$ cat src/rtl/pwm_ctrl.sv
// pwm_ctrl -- register front end for the downstream pwm generator.
//
// Bus writes land in shadow registers immediately. The live outputs that feed
// the pwm (period, polarity, duty_cycle) pick up the shadows only on the last
// clock of a PWM period, so a waveform period is never cut short or stretched
// by a mid-period update. The live enable is the exception: it follows CTRL
// writes on the write edge, and disabling also restarts the mirror counter.
//
// Build option: define PWM_CTRL_RAMP_EN to include the STEP register and the
// ramp engine. With the ramp engine, the live duty moves toward the target by
// at most STEP per period, so every enable soft-starts from 0. Without it,
// STEP reads as 0, and the live duty loads the target directly.
//
// Ports
//   clk          system clock, rising edge
//   rst          asynchronous active-high reset
//   wr_en        one-cycle write strobe
//   rd_en        one-cycle read strobe
//   addr         0 CTRL, 1 PERIOD, 2 DUTY (target), 3 STEP
//   wdata        write data
//   rdata        registered read data, held until the next read
//   rd_valid     one-cycle pulse qualifying rdata
//   en           live enable to pwm
//   period       live period to pwm
//   duty_cycle   live duty to pwm
//   polarity     live polarity to pwm
//   period_tick  high on the last clock of each PWM period
//   ramp_busy    registered (live duty != target)
//
// CTRL layout: bit0 en, bit1 polarity, bit2 ramp_busy (read only).
// COUNTER_WIDTH must be at least 3 so the CTRL read bits fit.

module pwm_ctrl #(
  parameter int COUNTER_WIDTH = 16
) (
  input  logic                     clk,
  input  logic                     rst,
  input  logic                     wr_en,
  input  logic                     rd_en,
  input  logic [1:0]               addr,
  input  logic [COUNTER_WIDTH-1:0] wdata,
  output logic [COUNTER_WIDTH-1:0] rdata,
  output logic                     rd_valid,
  output logic                     en,
  output logic [COUNTER_WIDTH-1:0] period,
  output logic [COUNTER_WIDTH-1:0] duty_cycle,
  output logic                     polarity,
  output logic                     period_tick,
  output logic                     ramp_busy
);

  localparam int W = COUNTER_WIDTH;

  localparam logic [1:0] ADDR_CTRL   = 2'd0;
  localparam logic [1:0] ADDR_PERIOD = 2'd1;
  localparam logic [1:0] ADDR_DUTY   = 2'd2;
  localparam logic [1:0] ADDR_STEP   = 2'd3;

  // Bus-visible state
  logic         en_reg, en_next;
  logic         pol_shadow_reg, pol_shadow_next;
  logic [W-1:0] period_shadow_reg, period_shadow_next;
  logic [W-1:0] target_reg, target_next;

  // Live outputs and mirror counter
  logic [W-1:0] period_reg, period_next;
  logic         pol_reg, pol_next;
  logic [W-1:0] duty_reg, duty_next;
  logic [W-1:0] cnt_reg, cnt_next;
  logic         busy_reg, busy_next;

  // Read port
  logic [W-1:0] rdata_reg, rdata_next;
  logic         rd_valid_reg;
  logic [W-1:0] rd_ctrl;

  logic         tick;

  assign tick = en_reg && (cnt_reg == period_reg);

`ifdef PWM_CTRL_RAMP_EN
  typedef enum logic [1:0] {
    RAMP_IDLE,
    RAMP_UP,
    RAMP_DOWN
  } ramp_state_t;

  ramp_state_t  state_reg, state_next;
  ramp_state_t  ramp_dir;
  logic [W-1:0] step_reg, step_next;
  logic [W:0]   ramp_sum;
  logic [W-1:0] ramp_gap;
  logic [W-1:0] ramp_value;
  logic         below, above;

  // Direction for the coming tick. The comparison is redone every tick, so a
  // target that moves past the live duty mid-ramp flips the direction.
  always_comb begin
    below    = duty_reg < target_reg;
    above    = duty_reg > target_reg;
    ramp_dir = RAMP_IDLE;
    unique case (state_reg)
      RAMP_UP:   ramp_dir = below ? RAMP_UP   : (above ? RAMP_DOWN : RAMP_IDLE);
      RAMP_DOWN: ramp_dir = above ? RAMP_DOWN : (below ? RAMP_UP   : RAMP_IDLE);
      default:   ramp_dir = below ? RAMP_UP   : (above ? RAMP_DOWN : RAMP_IDLE);
    endcase
  end

  // One step toward the target, clamped at the target. The sum has a carry
  // bit so a large step near full scale cannot wrap. STEP=0 jumps directly.
  always_comb begin
    ramp_sum   = {1'b0, duty_reg} + {1'b0, step_reg};
    ramp_gap   = duty_reg - target_reg;
    ramp_value = duty_reg;
    case (ramp_dir)
      RAMP_UP: begin
        if (step_reg == '0 || ramp_sum >= {1'b0, target_reg})
          ramp_value = target_reg;
        else
          ramp_value = ramp_sum[W-1:0];
      end
      RAMP_DOWN: begin
        if (step_reg == '0 || ramp_gap <= step_reg)
          ramp_value = target_reg;
        else
          ramp_value = duty_reg - step_reg;
      end
      default: ramp_value = duty_reg;
    endcase
  end
`endif

  // Shadow register updates from the bus
  always_comb begin
    en_next            = en_reg;
    pol_shadow_next    = pol_shadow_reg;
    period_shadow_next = period_shadow_reg;
    target_next        = target_reg;
`ifdef PWM_CTRL_RAMP_EN
    step_next          = step_reg;
`endif
    if (wr_en) begin
      case (addr)
        ADDR_CTRL: begin
          en_next         = wdata[0];
          pol_shadow_next = wdata[1];
        end
        ADDR_PERIOD: period_shadow_next = wdata;
        ADDR_DUTY:   target_next        = wdata;
        ADDR_STEP: begin
`ifdef PWM_CTRL_RAMP_EN
          step_next = wdata;
`endif
        end
        default: ;
      endcase
    end
  end

  // Live outputs, mirror counter and ramp state
  always_comb begin
    period_next = period_reg;
    pol_next    = pol_reg;
    duty_next   = duty_reg;
    cnt_next    = cnt_reg;
`ifdef PWM_CTRL_RAMP_EN
    state_next  = state_reg;
`endif
    if (!en_reg) begin
      // Nothing is running downstream, so there is no period to protect:
      // follow the shadows including any write on this same edge.
      period_next = period_shadow_next;
      pol_next    = pol_shadow_next;
      cnt_next    = '0;
`ifdef PWM_CTRL_RAMP_EN
      duty_next   = '0;
      state_next  = RAMP_IDLE;
`else
      duty_next   = target_next;
`endif
    end else begin
      cnt_next = tick ? '0 : cnt_reg + 1'b1;
      if (tick) begin
        // Commit the pre-write shadows; a write on this edge waits a period.
        period_next = period_shadow_reg;
        pol_next    = pol_shadow_reg;
`ifdef PWM_CTRL_RAMP_EN
        duty_next   = ramp_value;
        state_next  = (ramp_value == target_reg) ? RAMP_IDLE : ramp_dir;
`else
        duty_next   = target_reg;
`endif
      end
      // Disable acts at once: counter restarts and the duty drops to 0.
      if (!en_next) begin
        cnt_next   = '0;
        duty_next  = '0;
`ifdef PWM_CTRL_RAMP_EN
        state_next = RAMP_IDLE;
`endif
      end
    end
    busy_next = (duty_next != target_next);
  end

  // Read mux sees the pre-write register values
  always_comb begin
    rd_ctrl    = '0;
    rd_ctrl[0] = en_reg;
    rd_ctrl[1] = pol_shadow_reg;
    rd_ctrl[2] = busy_reg;
    rdata_next = rdata_reg;
    if (rd_en) begin
      case (addr)
        ADDR_CTRL:   rdata_next = rd_ctrl;
        ADDR_PERIOD: rdata_next = period_shadow_reg;
        ADDR_DUTY:   rdata_next = target_reg;
`ifdef PWM_CTRL_RAMP_EN
        ADDR_STEP:   rdata_next = step_reg;
`else
        ADDR_STEP:   rdata_next = '0;
`endif
        default:     rdata_next = '0;
      endcase
    end
  end

  always_ff @(posedge clk or posedge rst) begin
    if (rst) begin
      en_reg            <= 1'b0;
      pol_shadow_reg    <= 1'b0;
      period_shadow_reg <= '0;
      target_reg        <= '0;
      period_reg        <= '0;
      pol_reg           <= 1'b0;
      duty_reg          <= '0;
      cnt_reg           <= '0;
      busy_reg          <= 1'b0;
      rdata_reg         <= '0;
      rd_valid_reg      <= 1'b0;
`ifdef PWM_CTRL_RAMP_EN
      step_reg          <= '0;
      state_reg         <= RAMP_IDLE;
`endif
    end else begin
      en_reg            <= en_next;
      pol_shadow_reg    <= pol_shadow_next;
      period_shadow_reg <= period_shadow_next;
      target_reg        <= target_next;
      period_reg        <= period_next;
      pol_reg           <= pol_next;
      duty_reg          <= duty_next;
      cnt_reg           <= cnt_next;
      busy_reg          <= busy_next;
      rdata_reg         <= rdata_next;
      rd_valid_reg      <= rd_en;
`ifdef PWM_CTRL_RAMP_EN
      step_reg          <= step_next;
      state_reg         <= state_next;
`endif
    end
  end

  assign en          = en_reg;
  assign period      = period_reg;
  assign duty_cycle  = duty_reg;
  assign polarity    = pol_reg;
  assign period_tick = tick;
  assign ramp_busy   = busy_reg;
  assign rdata       = rdata_reg;
  assign rd_valid    = rd_valid_reg;

endmodule
$ cat config.mk
export PLATFORM = sky130hd
export DESIGN_NAME = pwm_ctrl
export DESIGN_NICKNAME = d
export VERILOG_FILES = /design/src/rtl/pwm_ctrl.sv
export SDC_FILE = /design/constraint.sdc
export NUM_CORES = 1
export LEC_CHECK = 0
export ABC_AREA = 1
export ABC_CLOCK_PERIOD_IN_PS = 4200
export BUFFER_PORTS_ARGS = -buffer_cell sky130_fd_sc_hd__buf_2
export CAP_MARGIN = 20
export CORE_ASPECT_RATIO = 1.4
export CORE_UTILIZATION = 57
export CTS_CLUSTER_DIAMETER = 150
export DETAILED_ROUTE_END_ITERATION = 16
export HOLD_SLACK_MARGIN = 0.06
export PLACE_DENSITY = 0.8
export REMOVE_ABC_BUFFERS = 1
export SLEW_MARGIN = 5
export SYNTH_ARGS = -nofsm -noshare
export SYNTH_HDL_FRONTEND = slang
export SYNTH_SLANG_ARGS = --single-unit
$ cat constraint.sdc
create_clock -name clk -period 4.2 [get_ports clk]
set_input_delay 0.42 -clock clk [delete_from_list [all_inputs] [get_ports clk]]
set_output_delay 0.42 -clock clk [all_outputs]
set_load 0.02 [all_outputs]
==> run summary, run 1 <==
Hold-fix buffers at CTS: 0
CP required: 3.78 ns
Final Cycle Share: 66.6%
Non-filler cells, final: 855
Worst-path maximum fanout: 16
Distinct cells, synth: 33
Layout cells sized above 1: 16.8%
Fin. Hold Viols: 0
Number of setup buffers added after CTS: 0
Gate power share: 29.6%
Pins Over Slew Limit: 0
Ys Warns: 0
DRC viols: 0
Via count: 4790
# resized after CTS: 0
Initial DRC Count: 359
#FFs+latches synth: 101
Area leader, netlist: dfrtp_1
Ys async rst share: 100%
Sequential area share after synthesis: 49.1%
Router iterations before antenna repair: 5
P_int: 2.04 mW
FILL cells: 727
Power, Total: 3.20 mW
Worst min-delay path class: in -> async
Port Buffers: 74
Number of synthesized flops with an enable pin: 0
Net switching power: 1.15 mW
Routed Antenna Nets: 0
Placed cell area: 5560 µm²
Synth top area share: 49.1%
Worst setup EP type: output pin
Finished layout cell area: 5900 µm²
N_diodes: 0
Maximum buffer depth of the clock tree: 2
Drt total wl: 13.5 mm
Setup violators final: 0
Clock latency on the worst-skew pair: 0.35 ns
Die Y-Extent: 114 µm
Initial antenna violation count: 0
Sw Ratio: 36.1%
Synth Flop Type: dfrtp_1
Max Fclk: 0.358 GHz
CTS tree: built
Critical path class: reg -> out
Most frequent cell after synthesis: nand2_1
DIE WIDTH: 82.3 µm
Register area: 2530 µm²
Vias per Instance: 5.60
Avg WL per Cell: 15.8 µm
Synth top cells by count: nand2_1 (209), dfrtp_1 (101), inv_1 (91)
Htree depth: 3
Post-Syn Area: 5140 µm²
Clock power frac: 29.7%
Relative slew margins: 28.7%
Post-Route Setup TNS: 0 ns
Io pins: 75
Clock root cell: clkbuf_16
Row count: 40
Remaining global-route overflow: 0
Startpoint types: flip-flop
Placed insts: 839
Leakage Power: 3.09 nW
Clk slew on worst S/H paths: 0.06 ns
Tmin final: 2.80 ns
Synth area leaders: dfrtp_1 (49%), nand2_1 (15%), inv_1 (6.6%)
Share of power burned in registers: 40.7%
Maxcap violations: 0
Post-DP HPWL: 9.50 mm
Die Area: 9410 µm²
Worst VDD drop: 0.000340 V
Average size of a mapped cell: 7.55 µm²
Nets: 768
Largest net degree at the start of global routing: 74
Status: completed
GR Util All Layers: 31.6%
GP Congestion: 0.838
CTS Sinks: 101
Power density cells: 542 nW/µm²
Core area: 8660 µm²
Post-synthesis cell count: 681
Clock Skew: 0.00861 ns
Initial Util: 59.4%
Area used by multi-input combinational logic: 2090 µm²
Vias in the first global route: 4637
TritonCTS Buffers: 9
Least-Margin Pin Slew: 1.07 ns
WP data arrival: 2.38 ns
Area Overhead vs Synth: 14.7%
RSZ-0062 raised after global routing: no
Global-route wire length before repair: 21.9 mm
## through the flow
stage	utilization, %	hold slack (ns)	setup slack [ns]
3_5_place_dp	64.2	0.529	1.43
6_report	68.2	0.253	1.40
3_3_place_gp	64.2	0.518	1.51
2_1_floorplan	-	0.451	1.13
5_1_grt	68.2	0.343	1.20
4_1_cts	68.2	0.298	1.44
## layer usage
layer	vias up	GRT usage, %	wire [µm]
li1	2294	-	-
met1	2287	40.3	5520
met2	185	51.1	6810
met3	24	6.37	849
met4	0	14.3	295
met5	-	0	0
## worst paths after layout
check,slack [ns],start,cells after the start,end
worst max-delay path,1.40,cnt_reg[5],9,period_tick
max in group asynchronous,2.97,rst,3,cnt_reg[15]
worst max register to register,1.53,cnt_reg[5],15,ramp_busy
worst min-delay path,0.25,rst,2,rdata[4]
worst min register to register,0.54,rdata[14],2,rdata[14]
min in group clk,0.37,wdata[15],3,period_shadow_reg[15]
## cells by family after synthesis
kind of cell	synth area share (%)
flip-flops	49.1
adder cells (fa/ha/maj)	0.243
XOR/XNOR	0.170
buffers and inverters	10.2
AND/OR/NAND/NOR	28.3
AO/OA/AOI/OAI	11.9
## cells in the final DEF (no fill, tap or decap), drive strengths merged
cell type,netlist,routed
clkinv,1,3
a211oi,1,1
or2,1,1
nor3,9,9
o221ai,15,15
buf,8,78
nand2,212,212
nor4,1,1
o21ai,34,34
a31oi,14,14
xor2,1,1
dfrtp,101,101
a41oi,3,3
ha,1,1
a21oi,33,33
clkbuf,17,10
inv,108,109
nor2,69,69
nand3,34,34
nor3b,7,7
o211ai,1,1
nand4,10,10
bufinv,0,3
## layout make-up
type,instances,share of cell area (%)
clock buffer,10,3.88
clock inverter,6,1.84
inverter,109,6.98
multi-input combinational,446,35.5
sequential,101,42.8
tap,105,2.23
timing repair buffer,78,6.79
## power by group through the flow
stage	logic (mW)	clock network (mW)	registers, mW
final	0.948	0.951	1.30
after global routing	1.06	0.992	1.32
after CTS	0.948	0.959	1.30
after detailed placement	0.940	0	1.31
after global placement	0.922	0	1.31
after floorplan	0.486	0	1.45
## critical path, cell delays in order, from the launching register on
cell and delay, ns:
dfrtp_1 0.43, inv_2 0.05, nand2_1 0.06, nand2_1 0.06
nor2_1 0.14, nand2_1 0.11, nor2_4 0.30, nand2_4 0.24
nor2_4 0.39, buf_2 0.25
No activity file was read; power rests on OpenSTA's default activity.
==> inputs of run 2 (changes only) <==
--- a/config.mk
+++ b/config.mk
@@ -6,7 +6,7 @@
 export NUM_CORES = 1
 export LEC_CHECK = 0
 export ABC_AREA = 1
-export ABC_CLOCK_PERIOD_IN_PS = 4200
+export ABC_CLOCK_PERIOD_IN_PS = 2800
 export BUFFER_PORTS_ARGS = -buffer_cell sky130_fd_sc_hd__buf_2
 export CAP_MARGIN = 20
 export CORE_ASPECT_RATIO = 1.4
==> constraint.sdc (replaced) <==
create_clock -name clk -period 2.8 [get_ports clk]
set_input_delay 0.28 -clock clk [delete_from_list [all_inputs] [get_ports clk]]
set_output_delay 0.28 -clock clk [all_outputs]
set_load 0.02 [all_outputs]
==> run summary, run 2 (same netlist as run 1, synthesis figures left out) <==
Vias per Instance: 5.69
Initial DRC Count: 407
Clk slew on worst S/H paths: 0.06 ns
Leakage Power: 3.11 nW
RSZ-0062 raised after global routing: no
CP required: 3.03 ns
Io pins: 75
CTS tree: built
Layout cells sized above 1: 17.7%
Worst min-delay path class: in -> async
Hold-fix buffers at CTS: 0
Port Buffers: 74
Die Area: 9410 µm²
Post-DP HPWL: 9.60 mm
Clock root cell: clkbuf_16
Final Cycle Share: 91.3%
Avg WL per Cell: 16.1 µm
Largest net degree at the start of global routing: 102
Least-Margin Pin Slew: 0.674 ns
Router iterations before antenna repair: 5
Core area: 8660 µm²
Startpoint types: flip-flop
Clock latency on the worst-skew pair: 0.35 ns
Status: completed
Tmin final: 2.56 ns
Power, Total: 4.57 mW
WP data arrival: 2.78 ns
Maximum buffer depth of the clock tree: 2
DRC viols: 0
Nets: 779
Die Y-Extent: 114 µm
DIE WIDTH: 82.3 µm
GP Congestion: 0.884
Htree depth: 3
Global-route wire length before repair: 22.2 mm
Worst VDD drop: 0.000479 V
GR Util All Layers: 31.6%
Dpl ws: 0.281 ns
Clock Skew: 0.00671 ns
Setup violators final: 0
Pins Over Slew Limit: 0
Worst setup EP type: flip-flop
Max Fclk: 0.391 GHz
Maxcap violations: 0
Placed cell area: 5630 µm²
N_diodes: 0
Worst-path maximum fanout: 17
Critical path class: reg -> reg
TritonCTS Buffers: 9
Final worst slack: 0.245 ns
Area Overhead vs Synth: 15.6%
Fin. Hold Viols: 0
Row count: 40
Initial antenna violation count: 0
Finished layout cell area: 5940 µm²
CTS Sinks: 101
Drt total wl: 13.9 mm
Power density cells: 769 nW/µm²
Most frequent cells in the layout: nand2_1 (209), dfrtp_1 (101), inv_1 (90)
Vias in the first global route: 4695
Initial Util: 59.4%
Relative slew margins: 55.1%
Most common cell after layout, fill and taps aside: nand2_1
Register-to-register setup slack: 0.24 ns
Routed Antenna Nets: 0
Via count: 4917
Remaining global-route overflow: 0
## run 2: changes by cell type in the layout (fill, tap and decap cells not counted), sizes merged
cell      change
buf          +11
clkinvlp      +1
bufinv        -3
clkinv        -2
inv           -1
clkbuf        +3
## run 2: metal layers
layer,vias up,wire length [µm],GRT usage [%]
met4,0,476,16.0
met5,-,0,0
met2,228,6870,50.1
met3,40,991,6.22
met1,2337,5560,40.7
li1,2312,-,-
## run 2: metrics by stage
stage / std cells / setup TNS [ns] / hold WS (ns) / utilization (%)
after floorplan: 656 / -12.84 / 0.311 / -
after global placement: 846 / 0 / 0.447 / 65.0
after detailed placement: 846 / 0 / 0.454 / 65.0
after CTS: 860 / 0 / 0.0851 / 68.1
after global routing: 864 / 0 / 0.110 / 68.6
final: 864 / 0 / 0.0521 / 68.6
## run 2: critical path, stage by stage (launching register included)
cell	delay, ns
dfrtp_1	0.43
inv_2	0.12
nand2_1	0.06
nand2_1	0.08
nor2_1	0.04
nand2_1	0.16
nor2_8	0.07
nand2_4	0.25
inv_1	0.11
nor2_1	0.19
clkinv_1	0.50
o221ai_1	0.41
## run 2: what timing repair did
action                                 CTS  global route
endpoints found under the hold margin    0             0
setup endpoints to repair                0             1
resized for setup                        0             1
buffers inserted                         0             4
## run 2: cell type report
type | instances | area [µm²]
fill | 710 | 2720
sequential | 101 | 2530
multi-input combinational | 446 | 2100
timing repair buffer | 89 | 508
inverter | 109 | 412
clock buffer | 13 | 260
tap | 105 | 131
clock inverter | 1 | 7.51
## run 2: report_power, final
part | internal [mW] | switching [mW]
Combinational | 0.475 | 0.991
Sequential | 1.74 | 0.211
Clock | 0.642 | 0.517
Total | 2.85 | 1.72
## run 2: final timing paths
kind / from / to / depth (start not counted)
worst max-delay path: cnt_reg[9] / period[2] / 11
worst min-delay path: rst / period[6] / 3
worst max register to register: cnt_reg[9] / period[2] / 11
worst min register to register: rdata[11] / rdata[11] / 2
max in group asynchronous: rst / rdata[13] / 3
min in group clk: wdata[1] / pol_shadow_reg / 3
